===== config.mk =====
export PLATFORM = sky130hd
export DESIGN_NAME = demux_1to2_buf
export DESIGN_NICKNAME = d
export VERILOG_FILES = /design/src/rtl/demux_1to2_buf.sv
export SDC_FILE = /design/constraint.sdc
export NUM_CORES = 1
export LEC_CHECK = 0
export CORE_MARGIN = 8
export CORE_UTILIZATION = 56
export CTS_BUF_LIST = sky130_fd_sc_hd__clkbuf_8
export CTS_CLUSTER_DIAMETER = 30
export DETAILED_ROUTE_END_ITERATION = 10
export PLACE_DENSITY = 0.83
export RECOVER_POWER = 50
export SKIP_LAST_GASP = 1
export SLEW_MARGIN = 40
export SYNTH_ARGS = -nofsm -noshare
export SYNTH_HDL_FRONTEND = slang
export SYNTH_SLANG_ARGS = --single-unit

===== constraint.sdc =====
create_clock -name clk_i -period 18.88 [get_ports clk_i]
set_input_delay 1.888 -clock clk_i [delete_from_list [all_inputs] [get_ports clk_i]]
set_output_delay 1.888 -clock clk_i [all_outputs]
set_load 0.1 [all_outputs]

===== src/rtl/demux_1to2_buf.sv =====
// rtl/demux_1to2_buf.sv - 1-to-2 stream demux with a 2-entry FIFO per output port
// Optional transfer counters compiled in by DEMUX_1TO2_BUF_STATS_EN.
`timescale 1ns/1ps

module demux_1to2_buf_fifo #(
  parameter int size = 32
) (
  input  logic            clk_i,
  input  logic            rst_i,
  input  logic            push,
  input  logic [size-1:0] wr_data,
  input  logic            ready,
  output logic            full,
  output logic            valid,
  output logic [size-1:0] head
);

  logic [1:0]      count;
  logic            wr_ptr;
  logic            rd_ptr;
  logic [size-1:0] mem [2];
  logic [size-1:0] hold_q;
  logic            pop;

  assign valid = (count != 2'd0);
  assign full  = (count == 2'd2);
  assign pop   = valid & ready;
  // Re-present the last visible head while empty so the output never jumps to stale slots.
  assign head  = valid ? mem[rd_ptr] : hold_q;

  always_ff @(posedge clk_i or posedge rst_i) begin
    if (rst_i) begin
      count  <= 2'd0;
      wr_ptr <= 1'b0;
      rd_ptr <= 1'b0;
      mem[0] <= '0;
      mem[1] <= '0;
      hold_q <= '0;
    end else begin
      hold_q <= head;
      if (push) begin
        mem[wr_ptr] <= wr_data;
        wr_ptr      <= ~wr_ptr;
      end
      if (pop) begin
        rd_ptr <= ~rd_ptr;
      end
      case ({push, pop})
        2'b10:   count <= count + 2'd1;
        2'b01:   count <= count - 2'd1;
        default: count <= count;
      endcase
    end
  end

endmodule

module demux_1to2_buf #(
  parameter int size = 32
) (
  input  logic            clk_i,
  input  logic            rst_i,
  input  logic [size-1:0] data_i,
  input  logic            valid_i,
  input  logic            select_i,
  output logic            ready_o,
  output logic [size-1:0] data0_o,
  output logic [size-1:0] data1_o,
  output logic            valid0_o,
  output logic            valid1_o,
  input  logic            ready0_i,
  input  logic            ready1_i,
  output logic [15:0]     cnt0_o,
  output logic [15:0]     cnt1_o
);

  logic full0;
  logic full1;
  logic push0;
  logic push1;

  // No bypass: a full FIFO refuses input even when its downstream is draining.
  assign ready_o = select_i ? ~full1 : ~full0;
  assign push0   = valid_i & ready_o & ~select_i;
  assign push1   = valid_i & ready_o &  select_i;

  demux_1to2_buf_fifo #(.size(size)) u_fifo0 (
    .clk_i   (clk_i),
    .rst_i   (rst_i),
    .push    (push0),
    .wr_data (data_i),
    .ready   (ready0_i),
    .full    (full0),
    .valid   (valid0_o),
    .head    (data0_o)
  );

  demux_1to2_buf_fifo #(.size(size)) u_fifo1 (
    .clk_i   (clk_i),
    .rst_i   (rst_i),
    .push    (push1),
    .wr_data (data_i),
    .ready   (ready1_i),
    .full    (full1),
    .valid   (valid1_o),
    .head    (data1_o)
  );

`ifdef DEMUX_1TO2_BUF_STATS_EN
  logic [15:0] cnt0_q;
  logic [15:0] cnt1_q;

  always_ff @(posedge clk_i or posedge rst_i) begin
    if (rst_i) begin
      cnt0_q <= 16'd0;
      cnt1_q <= 16'd0;
    end else begin
      if (valid0_o & ready0_i) cnt0_q <= cnt0_q + 16'd1;
      if (valid1_o & ready1_i) cnt1_q <= cnt1_q + 16'd1;
    end
  end

  assign cnt0_o = cnt0_q;
  assign cnt1_o = cnt1_q;
`else
  assign cnt0_o = 16'd0;
  assign cnt1_o = 16'd0;
`endif

endmodule

# --- Word-level counts from Yosys, hierarchy flattened ---
# Index checks and enable logic that the tools add are counted.
word_totals:
  register_bits: 200
  inputBits: 38
  out_inout_bits: 99
op_classes:
  addsub: 4
  magnitude_cmp: 6
  eq_ne: 6
  n_mux: 17
  bitwise: 16
  reduce_logical: 6
op_table:
  columns: ["operator", "n"]
  rows:
  - ["32-bit two-way mux", 10]
  - ["64-bit bitwise mux", 2]
  - ["32-bit demux with 1-bit select", 2]
  - ["2-bit equality test (second input constant)", 4]
  - ["2-bit greater-or-equal comparator (second input constant)", 4]
  - ["1-bit inverter with 2-bit output", 4]
  - ["2-bit case mux with 2 select lines", 2]
  - ["2-bit nonzero test", 4]
  - ["1-bit inverter", 7]
  - ["1-bit bitwise AND", 5]
  - ["2-bit by 1-bit adder with 2-bit output (second input constant)", 2]
  - ["2-bit by 1-bit equality test with 1-bit output (second input constant)", 2]
  - ["2-bit by 1-bit < comparator with 1-bit output (second input constant)", 2]
  - ["2-bit by 1-bit subtractor with 2-bit output (second input constant)", 2]
  - ["1-bit logical AND", 2]
  - ["1-bit two-way mux", 1]

# --- Logic depth before layout (Yosys ltp) ---
# Gate-level depths: netlist of run 1.
depth:
  ltp_word: 7
  ltp_mapped: 6

# --- Cells and area by module ---
# Synthesis of run 1 repeated with hierarchy kept, for this count alone.
hier_totals:
  cells_unflattened: 618
  area_unflattened_um2: 8313.0
modules_own_cells:
  columns: ["module", "instances", "cells_each", "area_per_inst_um2"]
  rows:
  - ["demux_1to2_buf_fifo", 2, 291, 4021.4]
  - ["demux_1to2_buf", 1, 36, 270.3]

# --- Least setup slack after synthesis of run 1 ---
# OpenSTA, ideal clock, no wires.
synth_timing:
  kind: "input -> output"
  from: "input port select_i"
  to: "output port ready_o"
  arrival_time_ps: 3378
  path_slack_ps: 13614
  path_stages: 2
  n_path_buf: 0
  path_cell_list: "nor2_1 a21oi_1"
synth_between:
  elab_chain_cells: 1
synth_rtl:
  columns: ["element", "line_no", "source"]
  rows:
  - ["start: declaration", "65", "input logic select_i,"]
  - ["1-bit two-way mux", "83", "assign ready_o = select_i ? ~full1 : ~full0;"]
  - ["end: declaration", "66", "output logic ready_o,"]
# No other way between the ends.

# --- Final worst setup path of run 1 ---
layout_timing:
  from: "register u_fifo0.count[0]"
  to: "output port data0_o[27]"
layout_between:
  elab_chain_cells: 2
layout_rtl:
  columns: ["element", "line_no", "source"]
  rows:
  - ["start: declaration", "18", "logic [1:0] count;"]
  - ["start signal: assignment", "49", "2'b10: count <= count + 2'd1;"]
  - ["start signal: assignment", "50", "2'b01: count <= count - 2'd1;"]
  - ["start signal: assignment", "51", "default: count <= count;"]
  - ["2-bit nonzero test", "25", "assign valid = (count != 2'd0);"]
  - ["32-bit two-way mux", "29", "assign head = valid ? mem[rd_ptr] : hold_q;"]
  - ["end: declaration", "67", "output logic [size-1:0] data0_o,"]
# No other way between the ends.

==> results of run 1 <==
[cell usage after synthesis, drive strengths merged]
cell type  instances  area share, %
nor3               2           0.24
mux2i             64            7.6
dfrtp            200             59
or2                2           0.15
nand3              1          0.059
nor2b              2           0.15
nor2              67            3.0
buf               57            4.5
mux2             128             18
xnor2              6           0.62
nand2              1          0.045
a21oi             65            3.9
conb               1          0.045
nand2b             4           0.30
inv                1          0.045
xor2               4           0.42
and2               2           0.15
nand4              1          0.074
or3b               1           0.10
ha                 2           0.30
clkbuf            10           0.45
[stage by stage]
stage	util [%]	instance area (um^2)	setup slack (ns)	hold WS (ns)
after floorplan	-	8540	11.54	0.457
after global placement	63.2	9460	13.22	0.466
after detailed placement	61.1	9150	13.94	0.474
after CTS	63.8	9550	13.93	0.495
after global routing	63.6	9530	11.96	0.504
final	63.6	9530	12.42	0.491
[sequential cells by signal (all words and copies together) (netlist names)]
signal / cells
u_fifo0.mem: 64
u_fifo0.count: 2
u_fifo0.hold_q: 32
u_fifo1.hold_q: 32
u_fifo1.mem: 64
u_fifo0.wr_ptr: 1
u_fifo0.rd_ptr: 1
u_fifo1.rd_ptr: 1
u_fifo1.count: 2
u_fifo1.wr_ptr: 1
[critical path, stage by stage, from the launching register on]
cell and delay (ns):
sky130_fd_sc_hd__dfrtp_1 0.45, sky130_fd_sc_hd__or2_0 2.64, sky130_fd_sc_hd__nor2_1 0.15, sky130_fd_sc_hd__a21oi_1 0.34, sky130_fd_sc_hd__buf_2 0.51
[cell usage in the layout (no fill, tap or decap), types with 3 or more instances in the layout]
cell type / n
sky130_fd_sc_hd__mux2i_1: 64
sky130_fd_sc_hd__nand2b_1: 4
sky130_fd_sc_hd__mux2_1: 5
sky130_fd_sc_hd__mux2_2: 93
sky130_fd_sc_hd__nor2_1: 67
sky130_fd_sc_hd__clkbuf_8: 21
sky130_fd_sc_hd__clkbuf_1: 3
sky130_fd_sc_hd__xor2_1: 4
sky130_fd_sc_hd__a21oi_1: 65
sky130_fd_sc_hd__conb_1: 32
sky130_fd_sc_hd__clkdlybuf4s50_1: 35
sky130_fd_sc_hd__xnor2_1: 6
sky130_fd_sc_hd__buf_2: 67
sky130_fd_sc_hd__clkinv_4: 3
sky130_fd_sc_hd__dfrtp_1: 198
sky130_fd_sc_hd__mux2_4: 30
[area by class of cell]
class,instances,area (um^2)
clock buffers,20,275
clock inverters,11,124
fillers,1111,5450
inverters,1,5.00
multi-input cells,384,3120
flip-flops and latches,200,5010
well taps,188,235
repair buffers,111,757
[final timing paths]
path                            cells past startpoint  slack [ns]               end
worst max-delay path                                4       12.42       data0_o[27]
worst min-delay path                                1        0.49   u_fifo0.mem[59]
max in group asynchronous                           2       12.94    u_fifo0.rd_ptr
min in group asynchronous                           2        3.34   u_fifo1.mem[29]
worst max register to register                      5       14.71  u_fifo0.count[1]
worst min register to register                      1        0.49   u_fifo0.mem[59]
[logic make-up after synthesis]
family	after synthesis	synth area share (%)
other	1	0.0445
and+or+nand+nor	83	4.25
xor gates and xnor gates	10	1.04
adders and majority gates	2	0.297
muxes	192	26.1
AOI/OAI and AO/OA	65	3.86
DFF	200	59.4
buffers and inverters	68	5.04
[layer usage]
metal | vias up | part of all wire [%]
li1 | 2254 | -
met1 | 2555 | 43
met2 | 145 | 49
met3 | 14 | 6.3
met4 | 0 | 1.1
met5 | - | 0
==> key figures, run 1 <==
Clock network
  • CTS tree: done
  • Total clock buffers created by CTS: 17
  • Root buf cell: sky130_fd_sc_hd__clkbuf_8
  • Clock buffer depth: 2
  • Clock Sinks: 200
  • Later-pin clock latency in the skew report: 0.46 ns
  • Number of H-tree levels: 4
  • Clock transition at path regs: 0.09 ns
  • CTS Hold Buffers Added: 0
  • Total of cells resized after clock tree synthesis: 0
  • Number of post-CTS setup repair buffers: 0

Global routing
  • GRT met3 Usage: 6.23%
  • Maximum number of pins on one net before global-route repair: 114
  • Global-route wire length before repair: 27,900 um
  • GRT Util Overall: 18.1%
  • Met2 track demand over resource in global routing: 29.5%
  • Global route overflow: 0
  • GR Layer Usage met1: 22.6%
  • Most utilized layer in the global route result: met2
  • Via count of the first global-routing pass: 5,249
  • Antenna violations before repair: 0

Drt
  • Via density: 5.43
  • DRC violations left: 0
  • Routed wire length per instance: 18.6 um
  • DRT antenna net count: 0
  • Number of DRC markers in iteration 0: 271
  • Number of iterations in the first detailed-routing pass: 5
  • Final wirelength: 17,000 um
  • Total number of vias: 4,968

Hold path
  • Worst min-delay path startpoint: u_fifo0.mem[59]
  • Worst Hold Class: reg -> reg

Final layout
  • P&R area growth vs syn: 13.2%
  • Final antenna diode count: 0
  • Final instance count without filler cells: 915
  • Proportion of layout cells with a drive suffix above 1: 31.8%
  • Count of nets after finishing: 755

Critical path
  • Kind of start point of the critical path: flop
  • Element type at the critical path end: primary output
  • Setup Crit Path Kind: reg -> out
  • CP arrival: 4.57 ns
  • Worst setup path startpoint: u_fifo0.count[0]
  • Reg2Reg Launch Point: u_fifo0.count[0]
  • Endpoint required time on the critical path: 16.99 ns
  • Worst Path Max Fanout: 66

Timing
  • Setup repair after global routing missed its margin: false
  • Final setup violation count: 0
  • Highest achievable clock rate: 155 MHz
  • Accumulated negative setup slack: 0 ns
  • Share of the clock period used by the worst path after layout: 34.2%
  • Final clock skew: 0.0113 ns
  • Final max-slew violation count: 313
  • Relative max-transition margin: -221%
  • Actual transition at the worst max-transition pin: 4.78 ns
  • Minimum period implied by the final worst setup slack: 6.46 ns
  • Count of endpoints failing hold in the final timing report: 0

Place
  • Placed cells: 884
  • Post-detail-place hpwl: 11,000 um
  • Port bufs: 104
  • Final weighted congestion of routability-driven global placement: 0.749

Floorplanning
  • Num rows: 45
  • Full die area: 19,200 um^2
  • Initial cell density of the core: 56.2%
  • Overall die width: 139 um
  • Total core area: 15,000 um^2
  • Count of boundary I/O pins: 137
  • Die extent in y: 139 um

Synth
  • Warning count from the yosys run: 0
  • Area of the mapped netlist: 8420 um^2
  • Total of flip-flops plus latches after synthesis: 200
  • Sequential element share of the synthesized area: 59.4%
  • Count of cell types in the netlist: 26
  • Cell count after synthesis: 621
  • Average instance area after synthesis: 13.6 um^2

Run status
  • Result of the run: finished, violations left
  • Violations in the final reports: capacitance limit, slew limit

Flow run
  • Max Cap Violations: 5
Power of run 1 is not shown: default switching activity piles up to over one toggle a cycle in this logic, so the estimate is an artifact.
==> run 2, diff against run 1 <==
--- a/config.mk
+++ b/config.mk
@@ -6,11 +6,11 @@
 export NUM_CORES = 1
 export LEC_CHECK = 0
 export CORE_MARGIN = 8
-export CORE_UTILIZATION = 56
+export CORE_UTILIZATION = 55
 export CTS_BUF_LIST = sky130_fd_sc_hd__clkbuf_8
 export CTS_CLUSTER_DIAMETER = 30
 export DETAILED_ROUTE_END_ITERATION = 10
-export PLACE_DENSITY = 0.83
+export PLACE_DENSITY = 0.82
 export RECOVER_POWER = 50
 export SKIP_LAST_GASP = 1
 export SLEW_MARGIN = 40
==> constraint.sdc (replaced) <==
create_clock -name clk_i -period 6 [get_ports clk_i]
set_input_delay 0.6 -clock clk_i [delete_from_list [all_inputs] [get_ports clk_i]]
set_output_delay 0.6 -clock clk_i [all_outputs]
set_load 0.1 [all_outputs]
==> run 2 against run 1 <==
- the flow still finishes with violations (capacitance limit, slew limit)
- critical path depth rose by 1
- non-clock buffer count rose by 3
- final cell count rose by 0.44%
- sequential share of layout area fell by 0.32 points
- register-to-register slack got worse by 11 ns
- critical path type unchanged
==> key figures, run 2 (same netlist as run 1, synthesis figures left out) <==
Run status
  • Result of the run: finished, violations left
  • Violations in the final reports: capacitance limit, slew limit

Clock network
  • Root buf cell: sky130_fd_sc_hd__clkbuf_8
  • CTS tree: done
  • CTS Hold Buffers Added: 0 (unchanged)
  • Total clock buffers created by CTS: 17 (unchanged)
  • Later-pin clock latency in the skew report: 0.46 ns (about the same)
  • Clock buffer depth: 2 (unchanged)
  • Clock transition at path regs: 0.10 ns (about the same)
  • Number of post-CTS setup repair buffers: 0 (unchanged)
  • Total of cells resized after clock tree synthesis: 0 (unchanged)
  • Clock Sinks: 200 (unchanged)
  • Number of H-tree levels: 4 (unchanged)

Timing
  • Accumulated negative setup slack: 0 ns (unchanged)
  • Minimum period implied by the final worst setup slack: 4.10 ns
  • Setup repair after global routing missed its margin: false
  • Final max-slew violation count: 117 (-63%)
  • Count of endpoints failing hold in the final timing report: 0 (unchanged)
  • Relative max-transition margin: -104% (+120 points)
  • Share of the clock period used by the worst path after layout: 68.4%
  • Highest achievable clock rate: 244 MHz
  • Actual transition at the worst max-transition pin: 3.06 ns (-1.72 ns)
  • Final clock skew: 0.0143 ns (+0.00303 ns)
  • Final setup violation count: 0 (unchanged)

Critical path
  • Kind of start point of the critical path: flop
  • Number of cells traversed by the worst register-to-register path: 5 (unchanged)
  • Reg2Reg Launch Point: u_fifo0.count[0]
  • Setup Crit Path Kind: reg -> out
  • Setup slack, reg-to-reg: 3.33 ns (-11.38 ns)
  • CP arrival: 3.50 ns (-1.07 ns)
  • Element type at the critical path end: primary output
  • Worst Path Max Fanout: 37 (-44%)
  • Endpoint required time on the critical path: 5.40 ns (-11.59 ns)
  • Critical R2R Capture: u_fifo0.count[1]

Final layout
  • Commonest non-fill, non-tap cells in the layout: 199 x sky130_fd_sc_hd__dfrtp_1, 93 x sky130_fd_sc_hd__mux2_2, 67 x sky130_fd_sc_hd__nor2_1, 67 x sky130_fd_sc_hd__buf_2, 65 x sky130_fd_sc_hd__a21oi_1
  • P&R area growth vs syn: 13.8%
  • Largest regs: u_fifo0.mem x64, u_fifo1.mem x64
  • Number of fill cells: 1,155 (+4.0%)
  • Final antenna diode count: 0 (unchanged)
  • Proportion of layout cells with a drive suffix above 1: 32.4% (+0.65 points)
  • Most common library cell in the layout ignoring fill and taps: sky130_fd_sc_hd__dfrtp_1
  • Finished Core Util: 63.5% (-0.13 points)
  • Count of nets after finishing: 758 (+0.40%)

Drt
  • Routed wire length per instance: 18.7 um (+0.61%)
  • Number of DRC markers in iteration 0: 154 (-43%)
  • DRC violations left: 0 (unchanged)
  • Via density: 5.35 (-1.5%)
  • Final wirelength: 17,200 um (+1.0%)
  • Number of iterations in the first detailed-routing pass: 4 (-1)
  • Total number of vias: 4,916 (-1.0%)
  • DRT antenna net count: 0 (unchanged)

Flow run
  • Max Cap Violations: 3 (-2)

Global routing
  • Maximum number of pins on one net before global-route repair: 76 (-33%)
  • Global route overflow: 0 (unchanged)
  • Antenna violations before repair: 0 (unchanged)
  • Global-route wire length before repair: 28,300 um (+1.5%)
  • Via count of the first global-routing pass: 5,439 (+3.6%)
  • GRT Util Overall: 18.2% (+0.089 points)

Place
  • Post-detail-place hpwl: 11,900 um (+7.9%)
  • Port bufs: 104 (unchanged)
  • Final weighted congestion of routability-driven global placement: 0.746 (-0.36%)

Floorplanning
  • Full die area: 19,500 um^2 (+1.6%)
  • Die extent in y: 140 um (+0.80%)
  • Num rows: 45 (unchanged)
  • Overall die width: 140 um (+0.80%)
  • Initial cell density of the core: 55.8% (-0.42 points)
  • Count of boundary I/O pins: 137 (unchanged)
  • Total core area: 15,100 um^2 (+0.75%)

Hold path
  • Hold-critical path depth: 1 (unchanged)
  • Worst Hold Class: reg -> reg
  • Worst min-delay path startpoint: u_fifo0.mem[57]
  • WHS Endpoint: u_fifo0.mem[57]
-- run 2: cell count changes in the layout (fill, tap and decap cells not counted), moves of 2 or more --
cell	previous run	this run
sky130_fd_sc_hd__buf_16	0	2
sky130_fd_sc_hd__and2_1	0	2
sky130_fd_sc_hd__inv_6	1	4
sky130_fd_sc_hd__inv_8	0	2
sky130_fd_sc_hd__clkbuf_1	3	1
sky130_fd_sc_hd__clkbuf_8	21	18
sky130_fd_sc_hd__and2_0	2	0
sky130_fd_sc_hd__buf_4	2	6
-- run 2: worst max path at each step --
stage | slack (ns) | cells after the start | end | from
finish | 1.90 | 5 | data0_o[28] | u_fifo0.count[0]
global route | 1.58 | 5 | data0_o[28] | u_fifo0.count[0]
floorplan | 2.18 | 4 | data0_o[22] | u_fifo0.count[0]
detailed placement | 3.00 | 5 | u_fifo0.mem[52] | select_i
global placement | 2.57 | 4 | data1_o[27] | u_fifo1.count[0]
CTS | 2.70 | 5 | data0_o[16] | u_fifo0.count[0]
-- run 2: critical path, cell delays in order, from the launching register on --
cell and delay, ns:
sky130_fd_sc_hd__dfrtp_1 0.42, sky130_fd_sc_hd__or2_0 1.25, sky130_fd_sc_hd__buf_4 0.54, sky130_fd_sc_hd__nor2_1 0.07, sky130_fd_sc_hd__a21oi_1 0.25, sky130_fd_sc_hd__buf_2 0.49
-- run 2: cell type report --
cell class,instances,area (um^2),share of cell area (%)
Timing Repair Buffer,114,821,8.57
Clock buffer,18,248,2.59
Inverter,1,7.51,0.0783
Multi-Input combinational cell,384,3130,32.6
Sequential cell,200,5010,52.3
Clock inverter,14,138,1.44
Tap cell,188,235,2.45
-- run 2: metrics by stage --
step                setup slack [ns]  area, um^2  cells  hold WS, ns
finish                          1.90        9580    919        0.495
global route                    1.58        9580    919        0.525
CTS                             2.70        9590    918        0.499
detailed placement              3.00        9210    886        0.475
global placement                2.57        9470    883        0.469
floorplan                       2.18        8540    652        0.457
-- run 2: routing by layer --
metal | routed length, um | vias up | GRT usage (%)
met4 | 294 | 0 | 6.40
met3 | 801 | 25 | 4.51
met2 | 8700 | 115 | 31.6
met1 | 7400 | 2498 | 21.7
li1 | - | 2278 | -
met5 | 0 | - | 0
Power of run 2 is left out for the same reason.
==> run 3, diff against run 2 <==
==> constraint.sdc (replaced) <==
create_clock -name clk_i -period 3.9 [get_ports clk_i]
set_input_delay 0.39 -clock clk_i [delete_from_list [all_inputs] [get_ports clk_i]]
set_output_delay 0.39 -clock clk_i [all_outputs]
set_load 0.1 [all_outputs]
==> run 3 against run 2 <==
- the run now ends clean
- design area is 1.6% higher
- die area stayed put
- non-clock buffer count is 1 lower
- critical path depth stayed put
- largest cell class unchanged
- sequential cell count stayed put
- sequential share of layout area is 0.81 points lower
- final cell count is 0.11% lower
- register-to-register slack worse by 1.4 ns
==> key figures, run 3 (same netlist as run 1, synthesis figures left out) <==
Run status
  • Result of the run: finished clean

Place
  • Final weighted congestion of routability-driven global placement: 0.731 (-2.0%)
  • Port bufs: 104 (unchanged)
  • Post-detail-place hpwl: 11,300 um (-5.3%)

Timing
  • Final setup violation count: 0 (unchanged)
  • Accumulated negative setup slack: 0 ns (unchanged)
  • Count of endpoints failing hold in the final timing report: 0 (unchanged)
  • Actual transition at the worst max-transition pin: 1.33 ns (-1.74 ns)
  • Setup repair after global routing missed its margin: false
  • Final max-slew violation count: 0 (-100%)
  • Minimum period implied by the final worst setup slack: 3.02 ns
  • Share of the clock period used by the worst path after layout: 77.5%
  • Highest achievable clock rate: 331 MHz
  • Relative max-transition margin: 11.6% (+120 points)
  • Final clock skew: 0.0161 ns (+0.00179 ns)

Final layout
  • Commonest non-fill, non-tap cells in the layout: 198 x sky130_fd_sc_hd__dfrtp_1, 93 x sky130_fd_sc_hd__mux2_2, 72 x sky130_fd_sc_hd__buf_4
  • Proportion of layout cells with a drive suffix above 1: 32.5% (+0.044 points)
  • Number of fill cells: 1,097 (-5.0%)
  • Most common library cell in the layout ignoring fill and taps: sky130_fd_sc_hd__dfrtp_1
  • Count of nets after finishing: 757 (-0.13%)
  • Largest regs: u_fifo0.mem x64, u_fifo1.mem x64
  • P&R area growth vs syn: 15.6%
  • Final antenna diode count: 0 (unchanged)

Critical path
  • Dominant cell type by count on the critical path: sky130_fd_sc_hd__buf_4
  • Sequence of cells on the critical path: or2_2 -> buf_4 -> nor2_1 -> a21oi_1 -> buf_4
  • Element type at the critical path end: primary output
  • Largest stage delay, worst path: 0.52 ns (-0.73 ns)
  • Kind of start point of the critical path: flop
  • WP buf/inv: 2 (unchanged)
  • Cell type of the slowest stage on the worst timing path: sky130_fd_sc_hd__or2_2
  • Endpoint required time on the critical path: 3.51 ns (-1.89 ns)
  • CP arrival: 2.63 ns (-0.87 ns)
  • Dominant delay contributor by cell family on the critical path: buffers and inverters
  • Setup Crit Path Kind: reg -> out
  • Worst Path Max Fanout: 37 (unchanged)

Global routing
  • Global route overflow: 0 (unchanged)
  • GR Layer Usage met1: 21.6% (-0.10 points)
  • Most utilized layer in the global route result: met2
  • Antenna violations before repair: 0 (unchanged)
  • GRT Util Overall: 17.9% (-0.32 points)
  • GRT met3 Usage: 4.79% (+0.27 points)
  • Via count of the first global-routing pass: 5,451 (+0.22%)
  • Maximum number of pins on one net before global-route repair: 82 (+7.9%)
  • Global-route wire length before repair: 28,100 um (-0.78%)
  • Met2 track demand over resource in global routing: 30.9% (-0.67 points)

Floorplanning
  • Total core area: 15,100 um^2 (unchanged)
  • Full die area: 19,500 um^2 (unchanged)
  • Num rows: 45 (unchanged)
  • Die extent in y: 140 um (unchanged)
  • Initial cell density of the core: 55.8% (unchanged)
  • Overall die width: 140 um (unchanged)
  • Count of boundary I/O pins: 137 (unchanged)

Clock network
  • Later-pin clock latency in the skew report: 0.47 ns (about the same)
  • Total clock buffers created by CTS: 17 (unchanged)
  • Root buf cell: sky130_fd_sc_hd__clkbuf_8
  • Number of H-tree levels: 4 (unchanged)
  • Total of cells resized after clock tree synthesis: 0 (unchanged)
  • Clock buffer depth: 2 (unchanged)
  • Clock transition at path regs: 0.10 ns (about the same)
  • CTS Hold Buffers Added: 0 (unchanged)
  • CTS tree: done
  • Number of post-CTS setup repair buffers: 0 (unchanged)
  • Clock Sinks: 200 (unchanged)

Drt
  • Routed wire length per instance: 18.6 um (-0.82%)
  • DRC violations left: 0 (unchanged)
  • Final wirelength: 17,000 um (-0.92%)
  • Number of iterations in the first detailed-routing pass: 5 (+1)
  • DRT antenna net count: 0 (unchanged)
  • Via density: 5.38 (+0.56%)
  • Total number of vias: 4,938 (+0.45%)
  • Number of DRC markers in iteration 0: 217 (+41%)

Hold path
  • Worst Hold Class: in -> async

Flow run
  • Max Cap Violations: 0 (-3)
run 3: cell count changes in the layout (fill, tap and decap cells not counted), moves of 2 or more:
cell	change
sky130_fd_sc_hd__buf_12	+2
sky130_fd_sc_hd__buf_16	-2
sky130_fd_sc_hd__buf_2	-67
sky130_fd_sc_hd__inv_6	-2
sky130_fd_sc_hd__buf_4	+66
sky130_fd_sc_hd__clkinv_4	+2
run 3: worst reg2reg max path: stages (launching register included):
cell and delay [ns]:
sky130_fd_sc_hd__dfrtp_1 0.45, sky130_fd_sc_hd__or2_2 0.54, sky130_fd_sc_hd__and2_1 0.29, sky130_fd_sc_hd__ha_1 0.32, sky130_fd_sc_hd__nor2_1 0.15, sky130_fd_sc_hd__xor2_1 0.15
run 3: metrics by stage:
step / setup slack (ns) / utilization [%] / area (um^2) / instances / hold slack, ns
global route: 0.609 / 64.6 / 9740 / 918 / 0.210
finish: 0.876 / 64.6 / 9740 / 918 / 0.235
global placement: 1.49 / 61.8 / 9320 / 884 / 0.468
CTS: 0.864 / 64.8 / 9780 / 918 / 0.109
detailed placement: 1.41 / 62.2 / 9380 / 886 / 0.479
floorplan: 0.293 / - / 8540 / 652 / 0.457
run 3: final timing paths:
check	from	to	slack, ns	cells after the start
setup / recovery	u_fifo0.count[0]	data0_o[30]	0.88	5
hold / removal	rst_i	u_fifo1.hold_q[26]	0.23	2
setup reg to reg	u_fifo0.count[0]	u_fifo0.count[1]	1.94	5
hold reg to reg	u_fifo0.mem[59]	u_fifo0.mem[59]	0.49	1
max in group asynchronous	rst_i	u_fifo1.mem[33]	1.07	5
min in group clk_i	u_fifo0.mem[59]	u_fifo0.mem[59]	0.49	1
run 3: final cells by class:
type	count	area (um^2)	area share, %
Sequential cell	200	5010	51.5
Multi-Input combinational cell	384	3130	32.1
Timing Repair Buffer	113	958	9.84
Tap cell	188	235	2.41
Clock buffer	17	234	2.40
Clock inverter	15	170	1.75
Inverter	1	5.00	0.0514
run 3: per-layer routing:
layer	vias to the layer above	wire, um
met4	0	181
met3	17	887
met5	-	0
met2	122	8720
met1	2539	7240
li1	2260	-
Power of run 3 is left out for the same reason.
